$ cat config.mk
export PLATFORM = sky130hd
export DESIGN_NAME = uart_rx_ctrl
export DESIGN_NICKNAME = d
export VERILOG_FILES = /design/src/rtl/uart_rx_ctrl.sv
export SDC_FILE = /design/constraint.sdc
export NUM_CORES = 1
export LEC_CHECK = 0
export BUFFER_PORTS_ARGS = -buffer_cell sky130_fd_sc_hd__buf_2
export CORE_ASPECT_RATIO = 1.25
export CORE_UTILIZATION = 40
export CTS_BUF_LIST = sky130_fd_sc_hd__clkbuf_8
export DETAILED_ROUTE_END_ITERATION = 12
export HOLD_SLACK_MARGIN = 0.15
export PLACE_DENSITY = 0.71
export SKIP_LAST_GASP = 1
export SYNTH_ARGS = -nofsm -noshare
export SYNTH_HDL_FRONTEND = slang
export SYNTH_SLANG_ARGS = --single-unit
$ cat constraint.sdc
create_clock -name rxc_clk -period 2.2 [get_ports rxc_clk]
set_clock_uncertainty 0.05 [all_clocks]
set_input_delay 0 -clock rxc_clk [delete_from_list [all_inputs] [get_ports rxc_clk]]
set_output_delay 0 -clock rxc_clk [all_outputs]
set_load 0.02 [all_outputs]
$ cat src/rtl/uart_rx_ctrl.sv
// Oversampling UART receive controller: prescaled tick generation, start-bit
// qualification, mid-bit sampling and LSB-first byte assembly with result pulses.
module uart_rx_ctrl #(
  parameter int unsigned OVERSAMPLE = 16,
  parameter int unsigned DATA_BITS  = 8,
  parameter int unsigned PRESCALE_W = 16
) (
  input  logic                  rxc_clk,
  input  logic                  rxc_rst_n,
  input  logic                  enable,
  input  logic [PRESCALE_W-1:0] prescale,
  input  logic                  rx_in,
  output logic [DATA_BITS-1:0]  rx_data,
  output logic                  rx_valid,
  output logic                  frame_err,
  output logic                  busy
);

  localparam int unsigned OS_W = $clog2(OVERSAMPLE);
  localparam int unsigned BC_W = $clog2(DATA_BITS + 1);
  localparam logic [OS_W-1:0] OS_HALF_LAST = OS_W'(OVERSAMPLE / 2 - 1);
  localparam logic [OS_W-1:0] OS_LAST      = OS_W'(OVERSAMPLE - 1);
  localparam logic [BC_W-1:0] BIT_LAST     = BC_W'(DATA_BITS - 1);

  typedef enum logic [2:0] {IDLE, START, DATA, STOP, WAIT_HIGH} state_t;

  state_t                state, state_n;
  logic [PRESCALE_W-1:0] pcnt;
  logic                  tick;
  logic [OS_W-1:0]       os_cnt, os_n;
  logic [BC_W-1:0]       bit_cnt, bit_n;
  logic [DATA_BITS-1:0]  shreg, shreg_n;
  logic [DATA_BITS-1:0]  data_n;
  logic                  valid_n, ferr_n;

  // >= rather than == so a prescale lowered below pcnt still produces a tick
  assign tick = enable && (pcnt >= prescale);
  assign busy = (state != IDLE);

  always_ff @(posedge rxc_clk) begin
    if (!rxc_rst_n) begin
      pcnt <= '0;
    end else if (!enable || tick) begin
      pcnt <= '0;
    end else begin
      pcnt <= pcnt + 1'b1;
    end
  end

  always_ff @(posedge rxc_clk) begin
    if (!rxc_rst_n) begin
      state     <= IDLE;
      os_cnt    <= '0;
      bit_cnt   <= '0;
      shreg     <= '0;
      rx_data   <= '0;
      rx_valid  <= 1'b0;
      frame_err <= 1'b0;
    end else begin
      state     <= state_n;
      os_cnt    <= os_n;
      bit_cnt   <= bit_n;
      shreg     <= shreg_n;
      rx_data   <= data_n;
      rx_valid  <= valid_n;
      frame_err <= ferr_n;
    end
  end

  always_comb begin
    state_n = state;
    os_n    = os_cnt;
    bit_n   = bit_cnt;
    shreg_n = shreg;
    data_n  = rx_data;
    valid_n = 1'b0;
    ferr_n  = 1'b0;
    if (!enable) begin
      state_n = IDLE;
    end else if (tick) begin
      case (state)
        IDLE: begin
          if (!rx_in) state_n = START;
        end
        START: begin
          if (os_cnt == OS_HALF_LAST) state_n = rx_in ? IDLE : DATA;
          else                        os_n = os_cnt + 1'b1;
        end
        DATA: begin
          if (os_cnt == OS_LAST) begin
            shreg_n = {rx_in, shreg[DATA_BITS-1:1]};
            os_n    = '0;
            bit_n   = bit_cnt + 1'b1;
            if (bit_cnt == BIT_LAST) state_n = STOP;
          end else begin
            os_n = os_cnt + 1'b1;
          end
        end
        STOP: begin
          if (os_cnt == OS_LAST) begin
            if (rx_in) begin
              data_n  = shreg;
              valid_n = 1'b1;
              state_n = IDLE;
            end else begin
              ferr_n  = 1'b1;
              state_n = WAIT_HIGH;
            end
          end else begin
            os_n = os_cnt + 1'b1;
          end
        end
        WAIT_HIGH: begin
          if (rx_in) state_n = IDLE;
        end
        default: state_n = IDLE;
      endcase
    end
    // Every state change restarts per-bit and per-frame counting
    if (state_n != state) begin
      os_n  = '0;
      bit_n = '0;
    end
  end

endmodule
==> flow_summary_export.csv <==
group,metric,value,unit
synthesis,syn-mean-instance-area,8.72,um^2
final_layout,antenna_cells,0,
global_route,grt_antenna_before_repair,0,
critical_path,r2r-start,"pcnt[11]",
timing,hold_viol,0,
global_route,grt_max_degree,21,
final_layout,drive_gt1_frac,0.312,
pwr,leakage,0.00135,uW
pwr,pwr-share-comb,0.068,
critical_path,cp_max_fo,8,
pwr,p_switching,344,uW
critical_path,endpoint_kind,"flop",
critical_path,required,2.36,ns
job,drv_cap,0,
clock_network,clk_path_buf_depth,2,
die,die_h,91.1,um
final_layout,layout_common_cells,"dfxtp_1, nand2_1, buf_2",
placed_design,place_hpwl,3.84,mm
drt,route.vias.total,2178,
placed_design,port-buffer-count,30,
pwr,intPower,1230,uW
synthesis,ys_ff_latch,45,
timing,slew_headroom,0.696,
global_route,grt_pass1_wl,9.16,mm
clock_network,cts_root_buffer,"clkbuf_8",
timing,drv_slew,0,
synthesis,yosys_most_used_dff,"dfxtp_1",
global_route,grt_pass1_vias,2149,
critical_path,reg2reg_slack,-0.13,ns
placed_design,routabilityCongestion,0.856,
synthesis,synth.top_cell.area_share,0.355,
pwr,power_frac_seq,0.517,
pwr,p_per_area,483,nW/um^2
pwr,irDropWorstVdd,0.359,mV
die,die_width,73.2,um
drt,ant_nets,0,
status,status,"complete, but fails checks",
clock_network,cts_made_buffers,5,
synthesis,synth-edff-count,0,
synthesis,syn-num-nets,330,
die,rows,32,
critical_path,r2r_end,"os_cnt[2]",
drt,routedWlPerCell,12.8,um
critical_path,start_kind,"flop",
synthesis,yosysTopAreaCell,"dfxtp_1",
timing,rsz0062_at_grt,"yes",
drt,vias_per_cell,5.05,
synthesis,syn_area,2540,um^2
critical_path,worstPathArrival,2.49,ns
synthesis,yosysSeqAreaShare,0.355,
die,initial_core_util,0.412,
global_route,grt.overflow.total,0,
die,die_area,6670,um^2
drt,totalWireLength,5.50,mm
drt,route.detailed.drc,0,
clock_network,clock_sinks,45,
timing,max_slew.worst_pin.slew,0.451,ns
die,core,6170,um^2
timing,timing.final.crit_share,1.06,
critical_path,path_class,"flop to flop",
status,failed_checks,"setup timing",
timing,hold_slack,0.410,ns
critical_path,r2r_cells,7,
drt,first_pass_iters,4,
final_layout,final_util,0.530,
final_layout,fin_nets,384,
timing,timing.fmax,428,MHz
timing,tns,-2.39,ns
timing,finalWorstSetupSlack,-0.135,ns
pwr,clockPowerShare,0.415,
clock_network,tritoncts,"yes",
pwr,p_sw_frac,0.218,
synthesis,synth_area_leaders,"dfxtp_1, ha_1, mux2i_1",
final_layout,final_common_cell,"dfxtp_1",
synthesis,synth_cells,291,
critical_path,endpoint,"os_cnt[2]",
die,ios,31,
final_layout,syn_to_final_growth,28.7,%
drt,drtIter0Drc,72,
critical_path,critPathLaunch,"pcnt[11]",
timing,fin_crit,2.33,ns
synthesis,async_reset_ff_frac,0,
synthesis,synth_cell_type_count,45,
min_path,hold_path.class,"flop to flop",
clock_network,cts.htree.levels,2,
synthesis,ys_warn_count,0,
clock_network,clkTransAtPathRegs,0.09,ns
clock_network,clk_latency,0.30,ns
timing,setup_viol,30,
global_route,grt_usage,0.173,
final_layout,n_fill_cell,572,
==> worst min path at each step <==
stage / from / to / slack, ns / depth (start not counted)
floorplan: rx_in / frame_err / 0.02 / 1
global placement: rx_in / frame_err / 0.24 / 2
detailed placement: rx_in / frame_err / 0.25 / 2
CTS: rx_data[5] / rx_data[5] / 0.41 / 2
global route: rx_data[3] / rx_data[3] / 0.43 / 2
finish: rx_data[5] / rx_data[5] / 0.41 / 2
==> cell type report <==
class / instances / area, um^2 / area share
clock buffers: 6 / 82.6 / 0.0253
clock inverters: 2 / 37.5 / 0.0115
inverters: 21 / 78.8 / 0.0241
multi-input cells: 211 / 1640 / 0.501
flip-flops and latches: 45 / 907 / 0.278
well taps: 85 / 106 / 0.0326
repair buffers: 61 / 417 / 0.128
==> power groups by stage <==
stage | Combinational, uW | Clock [uW] | Sequential (uW)
4_1_cts | 101 | 668 | 816
2_1_floorplan | 55.2 | 0 | 836
6_report | 107 | 655 | 816
3_5_place_dp | 88.3 | 0 | 836
5_1_grt | 120 | 701 | 817
3_3_place_gp | 85.9 | 0 | 836
==> logic make-up (layout without fill, tap and decap cells) <==
logic type      Yosys count  in the layout  synth area share
compound gates           42             42             0.107
fa+ha+maj                19             19            0.0937
flops                    45             45             0.355
buf+inv                  35             90            0.0641
xor+xnor                 14             14            0.0483
mux                      16             16            0.0631
simple gates            120            120             0.269
==> metrics by stage <==
step | instances | setup WS (ns) | total power, uW | cell area (um^2)
after detailed placement | 414 | -0.148 | 924 | 2930
after CTS | 429 | -0.135 | 1590 | 3200
after global routing | 431 | -0.234 | 1640 | 3270
after global placement | 414 | -0.0967 | 921 | 2930
after floorplan | 291 | -0.00811 | 891 | 2600
final | 431 | -0.135 | 1580 | 3270
==> sequential cells by signal, indices dropped and copies added, names as in the netlist <==
register / cells
state: 3
bit_cnt: 4
shreg: 8
os_cnt: 4
rx_valid: 1
pcnt: 16
frame_err: 1
rx_data: 8
==> synthesized netlist by cell type, types with 2 or more instances <==
cell      count
dfxtp_1      45
nand2_1      32
inv_1        21
ha_1         19
nor2_1       17
a21oi_1      16
mux2i_1      16
nor3_1       15
xor2_1       13
nor3_2       11
nand3_1      10
o21ai_0      10
clkbuf_1      9
nand4_1       7
and2_1        6
buf_6         4
and4_1        3
o21a_1        3
or4_1         3
nand2b_1      2
nand3b_1      2
nor2b_1       2
o31ai_1       2
or3_1         2
==> repair_timing <==
action,CTS,global route
setup endpoints to repair,40,45
pin swaps,8,5
hold buffers,4,0
endpoints found under the hold margin,20,0
setup buffers,3,2
resized for setup,11,11
==> worst max-delay path: stages (launching register included) <==
cell and delay (ns):
dfxtp_1 0.33, ha_1 0.30, a21oi_1 0.14, nor2_1 0.07, or4_4 0.49, or3_4 0.41
o22a_4 0.27, a311oi_2 0.18
==> per-layer routing <==
metal | global-route usage | share of wire | up-vias
li1 | - | - | 1125
met1 | 0.192 | 0.42 | 996
met2 | 0.321 | 0.53 | 51
met3 | 0.0333 | 0.035 | 6
met4 | 0.0539 | 0.012 | 0
met5 | 0 | 0 | -
Power figures use the tool's default switching activity.
